$ cat config.mk
export PLATFORM = sky130hd
export DESIGN_NAME = psum_accumulator_flat
export DESIGN_NICKNAME = d
export VERILOG_FILES = /design/src/rtl/psum_accumulator_pkg.sv /design/src/rtl/psum_accumulator_if.sv /design/src/rtl/psum_accumulator_sat_adder.sv /design/src/rtl/psum_accumulator.sv /design/src/flat_wrapper.sv
export SDC_FILE = /design/constraint.sdc
export NUM_CORES = 1
export LEC_CHECK = 0
export BUFFER_PORTS_ARGS = -buffer_cell sky130_fd_sc_hd__buf_2
export CAP_MARGIN = 20
export CORE_ASPECT_RATIO = 2
export CORE_UTILIZATION = 45
export CTS_CLUSTER_DIAMETER = 60
export DETAILED_ROUTE_END_ITERATION = 12
export GPL_ROUTABILITY_DRIVEN = 0
export PLACE_DENSITY = 0.71
export SKIP_CTS_REPAIR_TIMING = 1
export SYNTH_ARGS = -nofsm -noshare
export SYNTH_HDL_FRONTEND = slang
export SYNTH_SLANG_ARGS = --single-unit
$ cat constraint.sdc
create_clock -name clk -period 2.8 [get_ports clk]
set_clock_uncertainty 0.2 [all_clocks]
set_input_delay 0.14 -clock clk [delete_from_list [all_inputs] [get_ports clk]]
set_output_delay 0.14 -clock clk [all_outputs]
set_load 0.02 [all_outputs]
$ cat src/rtl/psum_accumulator_pkg.sv
// Shared widths, FSM encoding and saturation bounds for the partial-sum accumulator.
// Optional build macro PSUM_SAT_EN selects saturating adds (see psum_sat_adder).
package psum_accumulator_pkg;

  localparam int unsigned PROD_WIDTH = 24;
  localparam int unsigned ACC_WIDTH  = 32;
  localparam int unsigned LEN_WIDTH  = 4;

  localparam logic signed [ACC_WIDTH-1:0] ACC_MAX = {1'b0, {(ACC_WIDTH-1){1'b1}}};
  localparam logic signed [ACC_WIDTH-1:0] ACC_MIN = {1'b1, {(ACC_WIDTH-1){1'b0}}};

  typedef enum logic [1:0] {
    S_IDLE  = 2'd0,
    S_ACCUM = 2'd1,
    S_OUT   = 2'd2
  } state_e;

  typedef struct packed {
    logic busy;
    logic prod_ready;
    logic psum_valid;
  } flags_t;

  // Handshake outputs implied by a state; registered alongside the state itself.
  function automatic flags_t flags_of(state_e s);
    flags_t f;
    f.busy       = (s != S_IDLE);
    f.prod_ready = (s == S_ACCUM);
    f.psum_valid = (s == S_OUT);
    return f;
  endfunction

endpackage

$ cat src/rtl/psum_accumulator_if.sv
// Window control, product stream and psum stream of the accumulator.
interface psum_accumulator_if;
  import psum_accumulator_pkg::*;

  logic                         start;
  logic [LEN_WIDTH-1:0]         filt_len;
  logic signed [ACC_WIDTH-1:0]  psum_in;
  logic                         prod_valid;
  logic signed [PROD_WIDTH-1:0] prod;
  logic                         prod_ready;
  logic                         psum_valid;
  logic signed [ACC_WIDTH-1:0]  psum_out;
  logic                         psum_ready;
  logic                         busy;
  logic                         ovf;

  modport master (
    output start, filt_len, psum_in, prod_valid, prod, psum_ready,
    input  prod_ready, psum_valid, psum_out, busy, ovf
  );

  modport slave (
    input  start, filt_len, psum_in, prod_valid, prod, psum_ready,
    output prod_ready, psum_valid, psum_out, busy, ovf
  );

endinterface

$ cat src/rtl/psum_accumulator_sat_adder.sv
// Signed ACC_WIDTH adder; clamps to ACC_MAX/ACC_MIN when PSUM_SAT_EN is defined, else wraps.
module psum_sat_adder
  import psum_accumulator_pkg::*;
(
  input  logic signed [ACC_WIDTH-1:0] a,
  input  logic signed [ACC_WIDTH-1:0] b,
  output logic signed [ACC_WIDTH-1:0] sum,
  output logic                        ovf
);

  logic signed [ACC_WIDTH-1:0] raw;
  assign raw = a + b;

`ifdef PSUM_SAT_EN
  // Overflow only when both operands share a sign the result does not.
  logic wrapped;
  assign wrapped = (a[ACC_WIDTH-1] == b[ACC_WIDTH-1]) && (raw[ACC_WIDTH-1] != a[ACC_WIDTH-1]);
  assign sum     = wrapped ? (a[ACC_WIDTH-1] ? ACC_MIN : ACC_MAX) : raw;
  assign ovf     = wrapped;
`else
  assign sum = raw;
  assign ovf = 1'b0;
`endif

endmodule

$ cat src/rtl/psum_accumulator.sv
// Sums one filter window of signed products onto a seed psum and hands it downstream.
// Build macro PSUM_SAT_EN enables saturating accumulation and the sticky ovf flag.
module psum_accumulator
  import psum_accumulator_pkg::*;
(
  input logic               clk,
  input logic               rst,
  psum_accumulator_if.slave io
);

  state_e                      state;
  flags_t                      flags;
  logic signed [ACC_WIDTH-1:0] acc;
  logic [LEN_WIDTH-1:0]        cnt;

  logic                        beat;
  logic                        load;
  state_e                      load_state;
  logic signed [ACC_WIDTH-1:0] prod_ext;
  logic signed [ACC_WIDTH-1:0] sum;
  logic                        add_ovf;

  // A new window is taken in IDLE, or in OUT on the same cycle the result drains.
  assign beat       = io.prod_valid && flags.prod_ready;
  assign load       = io.start && ((state == S_IDLE) || ((state == S_OUT) && io.psum_ready));
  assign load_state = (io.filt_len == '0) ? S_OUT : S_ACCUM;
  assign prod_ext   = ACC_WIDTH'(io.prod);

  psum_sat_adder u_adder (
    .a   (acc),
    .b   (prod_ext),
    .sum (sum),
    .ovf (add_ovf)
  );

  always_ff @(posedge clk) begin
    if (!rst) begin
      state <= S_IDLE;
      flags <= '0;
      acc   <= '0;
      cnt   <= '0;
    end else if (load) begin
      acc   <= io.psum_in;
      cnt   <= io.filt_len;
      state <= load_state;
      flags <= flags_of(load_state);
    end else begin
      case (state)
        S_IDLE: ;
        S_ACCUM: begin
          if (beat) begin
            acc <= sum;
            cnt <= cnt - LEN_WIDTH'(1);
            if (cnt == LEN_WIDTH'(1)) begin
              state <= S_OUT;
              flags <= flags_of(S_OUT);
            end
          end
        end
        S_OUT: begin
          if (io.psum_ready) begin
            state <= S_IDLE;
            flags <= flags_of(S_IDLE);
          end
        end
        default: begin
          state <= S_IDLE;
          flags <= flags_of(S_IDLE);
        end
      endcase
    end
  end

`ifdef PSUM_SAT_EN
  logic ovf_q;

  // Sticky for the whole window; cleared when the next window is seeded.
  always_ff @(posedge clk) begin
    if (!rst) begin
      ovf_q <= 1'b0;
    end else if (load) begin
      ovf_q <= 1'b0;
    end else if (beat) begin
      ovf_q <= ovf_q | add_ovf;
    end
  end

  assign io.ovf = ovf_q;
`else
  assign io.ovf = add_ovf;
`endif

  assign io.busy       = flags.busy;
  assign io.prod_ready = flags.prod_ready;
  assign io.psum_valid = flags.psum_valid;
  assign io.psum_out   = acc;

endmodule

$ cat src/flat_wrapper.sv
// flat-port wrapper written by rule: the top's interface ports become plain ports
module psum_accumulator_flat import psum_accumulator_pkg::*;
  (clk, rst, io_start, io_filt_len, io_psum_in, io_prod_valid, io_prod, io_psum_ready, io_prod_ready, io_psum_valid, io_psum_out, io_busy, io_ovf);
  psum_accumulator_if io_i ();
  input logic clk;
  input logic rst;
  input wire logic [$bits(io_i.start)-1:0] io_start;
  input wire logic [$bits(io_i.filt_len)-1:0] io_filt_len;
  input wire logic [$bits(io_i.psum_in)-1:0] io_psum_in;
  input wire logic [$bits(io_i.prod_valid)-1:0] io_prod_valid;
  input wire logic [$bits(io_i.prod)-1:0] io_prod;
  input wire logic [$bits(io_i.psum_ready)-1:0] io_psum_ready;
  output wire logic [$bits(io_i.prod_ready)-1:0] io_prod_ready;
  output wire logic [$bits(io_i.psum_valid)-1:0] io_psum_valid;
  output wire logic [$bits(io_i.psum_out)-1:0] io_psum_out;
  output wire logic [$bits(io_i.busy)-1:0] io_busy;
  output wire logic [$bits(io_i.ovf)-1:0] io_ovf;
  assign io_i.start = io_start;
  assign io_i.filt_len = io_filt_len;
  assign io_i.psum_in = io_psum_in;
  assign io_i.prod_valid = io_prod_valid;
  assign io_i.prod = io_prod;
  assign io_i.psum_ready = io_psum_ready;
  assign io_prod_ready = io_i.prod_ready;
  assign io_psum_valid = io_i.psum_valid;
  assign io_psum_out = io_i.psum_out;
  assign io_busy = io_i.busy;
  assign io_ovf = io_i.ovf;
  psum_accumulator u_core (.clk(clk), .rst(rst), .io(io_i));
endmodule
==> results of run 1 <==
## routing by layer
metal	GRT usage [%]	wire [um]
met1	28.33	4167
met2	49.57	5866
met3	3.571	530
met4	12.16	323
met5	0	0
## through the flow
stage / std cells / hold WS, ns / power, W / TNS, ns
after floorplan: 463 / 0.08495 / 0.001455 / 0
after global placement: 637 / 0.1882 / 0.001720 / 0
after detailed placement: 637 / 0.2206 / 0.001738 / 0
after CTS: 645 / -0.07689 / 0.002352 / 0
after global routing: 653 / 0.002846 / 0.002516 / -0.05265
final: 653 / -0.04856 / 0.002372 / 0
## worst max-delay path: cells and delay by family, from the launching register on
kind	cells	cell delay [ns]
fa+ha+maj	2	0.69
compound gates	4	0.95
mux	1	0.24
flops	1	0.33
simple gates	2	0.19
## logic make-up (layout without fill, tap and decap cells)
group / count (synthesis) / in the layout / share of synthesized area (%)
AOI/OAI and AO/OA: 169 / 169 / 33.58
xor gates and xnor gates: 22 / 22 / 5.432
adders and majority gates: 34 / 34 / 12.20
buffers and inverters: 37 / 133 / 4.586
DFF: 39 / 39 / 22.01
muxes: 5 / 5 / 1.446
other: 1 / 1 / 0.1057
and+or+nand+nor: 156 / 156 / 20.64
## where the power goes
part	internal (W)	leakage (nW)	switching, W
Clock	0.000380	0.0772	0.000231
Combinational	0.000435	1.62	0.000641
Sequential	0.000626	0.323	0.0000590
Total	0.00144	2.02	0.000931
## worst paths after layout
kind	startpoint	endpoint	cells past startpoint
worst max-delay path	u_core.io.psum_out[0]$_SDFFE_PN0P_	u_core.io.psum_out[24]$_SDFFE_PN0P_	9
worst min-delay path	io_psum_in[1]	u_core.io.psum_out[1]$_SDFFE_PN0P_	3
worst max register to register	u_core.io.psum_out[0]$_SDFFE_PN0P_	u_core.io.psum_out[24]$_SDFFE_PN0P_	9
worst min register to register	u_core.io.psum_out[5]$_SDFFE_PN0P_	u_core.io.psum_out[5]$_SDFFE_PN0P_	2
## registers in the layout, indices dropped and copies added, names as in the netlist
signal                cells
u_core.cnt                4
u_core.state              1
u_core.io.psum_out       32
u_core.io.psum_valid      1
u_core.io.busy            1
## placed cells by master, fill, tap and decap left out, types with 5 or more instances in the layout
cell / instances
buf_2: 99
a311oi_1: 5
o21ai_0: 19
a21oi_1: 38
and2_1: 5
and3_1: 5
nor2_1: 42
xor2_1: 15
o21a_1: 6
dfxtp_1: 39
buf_4: 10
or3_1: 8
clkbuf_16: 5
a31oi_1: 8
a21o_1: 11
dlygate4sd3_1: 8
nor3_1: 5
a22o_1: 12
inv_1: 8
xnor2_1: 7
ha_1: 33
o211ai_1: 6
o21ai_1: 13
nor2b_1: 6
o221ai_1: 11
nand2_1: 53
nand3_1: 12
## layout make-up
class	instances	area [um^2]	area share [%]
Multi-Input combinational cell	387	2631	60.26
Sequential cell	39	780.7	17.88
Timing Repair Buffer	117	650.6	14.90
Clock buffer	8	156.4	3.582
Tap cell	94	117.6	2.693
Inverter	8	30.03	0.6877
==> results.toml, run 1 <==
[status]
status = "finished with violations"
violations_in_the_final_reports = "hold timing"

[synth]
ys_async_rst_share_pct = 0
synth_top_cell_area_share_pct = 22.01
syn_nets = 562
synth_cell_types = 67
synthesis.instances = 463
syn-mean-instance-area_um2 = 7.661
syn-cell-area_um2 = 3547
synth_register_bits = 39
yosysSeqAreaShare_pct = 22.01
synth_warn = 0
synth-main-ff-cell = "dfxtp_1"
post-synth-top-count-cell = "nand2_1"
top_cell_type_by_total_area_after_synthesis = "dfxtp_1"
post_synth_main_area_contributors = "dfxtp_1 (22%), ha_1 (12%), nand2_1 (5.6%), a21oi_1 (5.5%), nor2_1 (4.4%)"
number_of_synthesized_flops_with_an_enable_pin = 0
post_synth_most_frequent_cells = "nand2_1 (53), nor2_1 (42), a21oi_1 (39), dfxtp_1 (39), ha_1 (33)"

[route]
routed_via_density = 5.937
remaining_number_of_nets_flagged_by_the_antenna_check_after_routing = 0
drtIter0Drc = 235
drt-pass1-iter-count = 4
routedWlPerCell_um = 16.67
detail_route.wirelength_mm = 10.89
routed-via-count = 3877
drcViolationCount = 0

[timing]
fmax_mhz = 369.4
number_of_endpoints_failing_setup_at_the_final_stage = 0
final.hold.worst_slack_ns = -0.04856
slew_violations = 0
tightestPinTransition_ns = 0.5984
period_needed_ns = 2.707
hold_viol_final = 8
final.setup.worst_slack_ns = 0.09327
final_min_period_over_clock_period_pct = 96.67
max-slew-margin-rel_pct = 59.96

[worst_setup_path]
setup.reg_to_reg.worst_slack_ns = 0.09
worstPathRequired_ns = 2.78
path_class = "register to register"
crit_path_start_kind = "register"
critical_path.cell_chain = "ha_1 > fa_1 > a21oi_2 > o211ai_1 > nand3_2 > a21boi_2 > a2111oi_4 > mux2i_1 > nor2_1"
max_stage_delay_ns = 0.49
crit_path_end_kind = "register"
critical_path_maximum_fanout = 4
timing.critical_path.slowest_stage_cell = "a2111oi_4"
worst_endpoint_data_arrival_time_ns = 2.69

[cts]
sinks_on_clock_net = 39
tritoncts_clock_tree = "yes"
ctsRootBufferMaster = "clkbuf_16"
cts_htree_levels = 2
maximum_buffer_depth_of_the_clock_tree = 2
insertion_delay_ns = 0.29
clk_pin_slew_worst_paths_ns = 0.06
inserted_clock_buffers = 5

[finish]
drive_gt1_share_pct = 22.90
n_fill_cell = 736
final_util_pct = 57.45
antenna_cells_inserted = 0
layout.nets = 657
layout-area-overhead-vs-synth_pct = 23.10
post-route-cell-area_um2 = 4367

[global_route]
global_route_wire_length_before_repair_mm = 17.08
grt_pass1_vias = 3690
grt_start_max_net_pins = 30
initial_antenna_violation_count = 0
overflow = 0
grt_use_total_pct = 26.56

[die]
die_w_um = 64.78
ioPinCount = 101
initial_utilization_pct = 46.67
die_y_um = 127.6
fp.dieArea_um2 = 8263
coreArea_um2 = 7601
placement_rows = 45

[place]
placement.setup.worst_slack_ns = 0.09291
place.port_buffers = 99
place.detailed.hpwl_mm = 8.301
place_area_um2 = 4103

[flow_run]
maxCapViolations = 0

[power]
ir_drop_mv = 0.3098
power.density_nw_per_um2 = 543.1
power.leakage_nw = 2.024

[hold_path]
worstHoldPathType = "primary input to register"
Note: power is estimated with default switching activity, not from simulation.
==> run 2: changes to the inputs <==
Settings changed: BUFFER_PORTS_ARGS -buffer_cell sky130_fd_sc_hd__buf_2 to default, CORE_MARGIN from default to 2, DONT_BUFFER_PORTS from default to 1, PLACE_DENSITY 0.71 to default.
==> results.toml, run 2 (synthesized netlist as in run 1, its figures left out) <==
[timing]
fmax_mhz = 377.3
final.hold.worst_slack_ns = -0.008092
slew_violations = 0
max-slew-margin-rel_pct = 64.66
number_of_endpoints_failing_setup_at_the_final_stage = 0
final_min_period_over_clock_period_pct = 94.67
hold_viol_final = 2
tightestPinTransition_ns = 0.5252
period_needed_ns = 2.651

[cts]
sinks_on_clock_net = 39
cts_htree_levels = 2
tritoncts_clock_tree = "yes"
maximum_buffer_depth_of_the_clock_tree = 2
ctsRootBufferMaster = "clkbuf_16"
insertion_delay_ns = 0.29
inserted_clock_buffers = 5
clk_pin_slew_worst_paths_ns = 0.06

[die]
die_y_um = 129.6
die_w_um = 66.78
ioPinCount = 101
coreArea_um2 = 7601
placement_rows = 45
initial_utilization_pct = 46.67
fp.dieArea_um2 = 8652

[power]
ir_drop_mv = 0.3920
power.density_nw_per_um2 = 541.1
p_total_w = 0.002338
power.leakage_nw = 1.832

[global_route]
initial_antenna_violation_count = 0
grt_use_total_pct = 25.69
global_route_wire_length_before_repair_mm = 17.01
grt_pass1_vias = 3504
grt_start_max_net_pins = 31
overflow = 0

[worst_setup_path]
crit_path_start_kind = "register"
critical_path_maximum_fanout = 6
crit_path_end_kind = "register"
timing_startpoint_of_the_critical_path = "u_core.io.psum_out[0]$_SDFFE_PN0P_"
setup.reg_to_reg.worst_slack_ns = 0.15
crit-reg2reg-launch = "u_core.io.psum_out[0]$_SDFFE_PN0P_"
worst_endpoint_data_arrival_time_ns = 2.63
path_class = "register to register"
worstPathRequired_ns = 2.78

[finish]
layout-area-overhead-vs-synth_pct = 21.80
final_cells = 603
post-route-cell-area_um2 = 4320
largest_register_ff_count = 32
layout_common_cells = "nand2_1 (53), nor2_1 (42), dfxtp_1 (39), a21oi_1 (38), dlygate4sd3_1 (38)"
drive_gt1_share_pct = 9.823
final_util_pct = 56.84
layout.nets = 607
antenna_cells_inserted = 0
layout_commonest_cell = "nand2_1"

[route]
remaining_number_of_nets_flagged_by_the_antenna_check_after_routing = 0
detail_route.wirelength_mm = 11.35
drcViolationCount = 0
drtIter0Drc = 266
routed-via-count = 3713
drt-pass1-iter-count = 4
routed_via_density = 6.158
routedWlPerCell_um = 18.82

[status]
violations_in_the_final_reports = "hold timing"
status = "finished with violations"

[place]
place.detailed.hpwl_mm = 8.365
place.port_buffers = 0
placed_cells_incl_taps = 556
place_area_um2 = 3742

[hold_path]
worstHoldPathType = "primary input to register"
hold_path_startpoint = "rst"

[flow_run]
maxCapViolations = 0
run 2: layer usage:
layer	track usage [%]	vias to the layer above	wire length (um)
met5	0	-	0
met1	27.71	1719	4351
met3	4.253	29	613
met2	47.06	141	5999
met4	12.12	0	383
li1	-	1824	-
run 2: worst paths after layout:
check                                   endpoint  cells after the start
max reg2reg  u_core.io.psum_out[22]$_SDFFE_PN0P_                      9
min reg2reg           u_core.cnt[2]$_SDFFE_PN0P_                      2
min          u_core.io.psum_out[28]$_SDFFE_PN0P_                      4
max          u_core.io.psum_out[22]$_SDFFE_PN0P_                      9
run 2: report_power, final:
| group | total, W | switching (W) | internal [W] |
|---|---|---|---|
| clock | 0.000578 | 0.000252 | 0.000326 |
| combinational | 0.00104 | 0.000603 | 0.000439 |
| sequential | 0.000718 | 0.0000926 | 0.000625 |
run 2: layout make-up:
type | instances | area [um^2]
fill | 748 | 3281
clock buffer | 5 | 125.1
multi-input combinational | 387 | 2641
tap | 94 | 117.6
inverter | 8 | 30.03
clock inverter | 3 | 15.01
sequential | 39 | 780.7
timing repair buffer | 67 | 610.6
run 2: stage by stage:
stage          worst slack [ns]  setup TNS [ns]
2_1_floorplan            0.1610               0
3_3_place_gp             0.1373               0
3_5_place_dp             0.1013               0
4_1_cts                 0.08255               0
5_1_grt               -0.006385       -0.006385
6_report                 0.1494               0
run 2: critical path: stages, from the launching register on:
cell	delay, ns
dfxtp_1	0.34
ha_1	0.20
fa_2	0.25
a21oi_2	0.07
o211ai_1	0.36
nand3_2	0.20
a21o_1	0.27
a21oi_4	0.25
nor2_1	0.08
a311o_1	0.31
==> run 3: changes to the inputs <==
Settings changed: CORE_UTILIZATION 45 to 25.
==> results.toml, run 3 (synthesized netlist as in run 1, its figures left out) <==
[worst_setup_path]
crit_path_start_kind = "register"
critical_path.cell_chain = "ha_1 > a21o_1 > and4_1 > or2_0 > o21ai_4 > nor4_2 > or3_1 > a32o_1"
critPathTopFamily = "simple AND/OR/NAND/NOR gates"
worstPathRequired_ns = 2.79
cp_num_buf_inv = 0
worst_endpoint_data_arrival_time_ns = 2.67
crit_path_end_kind = "register"
path_class = "register to register"
timing.critical_path.slowest_stage_cell = "dfxtp_1"
critical_path_maximum_fanout = 5
max_stage_delay_ns = 0.45

[route]
drcViolationCount = 0
routed-via-count = 3701
detail_route.wirelength_mm = 12.85
routed_length_on_met3_um = 742
met2RoutedLength_mm = 7.019
routed_via_density = 5.227
maxUsedRoutingLayer = "met4"
routedWlPerCell_um = 18.14
drt-pass1-iter-count = 4
drtIter0Drc = 181
detail_route.wirelength.met1_mm = 4.641
remaining_number_of_nets_flagged_by_the_antenna_check_after_routing = 0

[die]
initial_utilization_pct = 25.54
coreArea_um2 = 13890
placement_rows = 61
die_w_um = 88.23
ioPinCount = 101
fp.dieArea_um2 = 15210
die_y_um = 172.5

[timing]
rsz_0062_raised_after_global_routing = "false"
number_of_endpoints_failing_setup_at_the_final_stage = 0
slew_violations = 0
period_needed_ns = 2.679
fmax_mhz = 373.2
final_min_period_over_clock_period_pct = 95.69
hold_viol_final = 0
fin_tns_setup_ns = 0
final.setup.worst_slack_ns = 0.1208
max-slew-margin-rel_pct = 63.34
tightestPinTransition_ns = 0.5474

[place]
place.detailed.hpwl_mm = 9.881
placement.setup.worst_slack_ns = 0.1140
placed_cells_incl_taps = 658
place.port_buffers = 0
place_area_um2 = 3914

[finish]
layout_common_cells = "nand2_1 (53), nor2_1 (42), dlygate4sd3_1 (41), dfxtp_1 (39), a21oi_1 (38)"
drive_gt1_share_pct = 10.98
final_cells = 708
layout_commonest_cell = "nand2_1"
post-route-cell-area_um2 = 4527
largest_register_ff_count = 32
layout.nets = 617
layout-area-overhead-vs-synth_pct = 27.62
antenna_cells_inserted = 0

[status]
status = "complete, no violations"

[cts]
tritoncts_clock_tree = "yes"
maximum_buffer_depth_of_the_clock_tree = 2
ctsRootBufferMaster = "clkbuf_16"
clk_pin_slew_worst_paths_ns = 0.07
cts_htree_levels = 2
inserted_clock_buffers = 5
insertion_delay_ns = 0.30
sinks_on_clock_net = 39

[global_route]
global_route_wire_length_before_repair_mm = 19.06
overflow = 0
grt_use_total_pct = 16.30
grt_start_max_net_pins = 31
initial_antenna_violation_count = 0
grt_pass1_vias = 3638

[flow_run]
maxCapViolations = 0

[hold_path]
worstHoldPathType = "primary input to register"

[power]
ir_drop_mv = 0.2714
power.leakage_nw = 1.871
power.density_nw_per_um2 = 529.9
-- run 3: layout make-up --
cell class,count,area (um^2)
well taps,189,236.5
multi-input cells,387,2636
clock inverters,3,25.02
clock buffers,5,125.1
repair buffers,77,693.2
fillers,1521,9364
inverters,8,30.03
flip-flops and latches,39,780.7
-- run 3: path summary, 6_finish.rpt --
check	from	cells past startpoint	to	slack, ns
worst max-delay path	u_core.io.psum_out[1]$_SDFFE_PN0P_	8	u_core.io.psum_out[19]$_SDFFE_PN0P_	0.12
worst max register to register	u_core.io.psum_out[1]$_SDFFE_PN0P_	8	u_core.io.psum_out[19]$_SDFFE_PN0P_	0.12
worst min register to register	u_core.cnt[2]$_SDFFE_PN0P_	2	u_core.cnt[2]$_SDFFE_PN0P_	0.31
worst min-delay path	io_psum_in[22]	3	u_core.io.psum_out[22]$_SDFFE_PN0P_	0.02
-- run 3: per-layer routing --
metal  global-route usage [%]  up-vias
met2                    30.14      118
met1                    16.06     1721
met4                    8.762        0
met3                    4.105       25
li1                         -     1837
met5                        0        -
-- run 3: worst reg2reg max path, delay by kind of cell (launching register included) --
kind	cells	cell delay [ns]
compound gates	3	0.70
fa+ha+maj	1	0.28
flops	1	0.45
simple gates	4	0.95
-- run 3: power breakdown --
part / internal [W] / total [W] / switching, W
clock: 0.000334 / 0.000611 / 0.000277
combinational: 0.000457 / 0.00108 / 0.000626
sequential: 0.000625 / 0.000705 / 0.0000799
-- run 3: through the flow --
step           utilization [%]  power, W  hold slack [ns]
2_1_floorplan                -  0.001455          0.08495
6_report                 32.59  0.002399          0.02018
3_5_place_dp             28.18  0.001716          0.06860
5_1_grt                  32.59  0.002548          0.06058
3_3_place_gp             28.18  0.001703          0.06388
4_1_cts                  29.26  0.002334          -0.2386
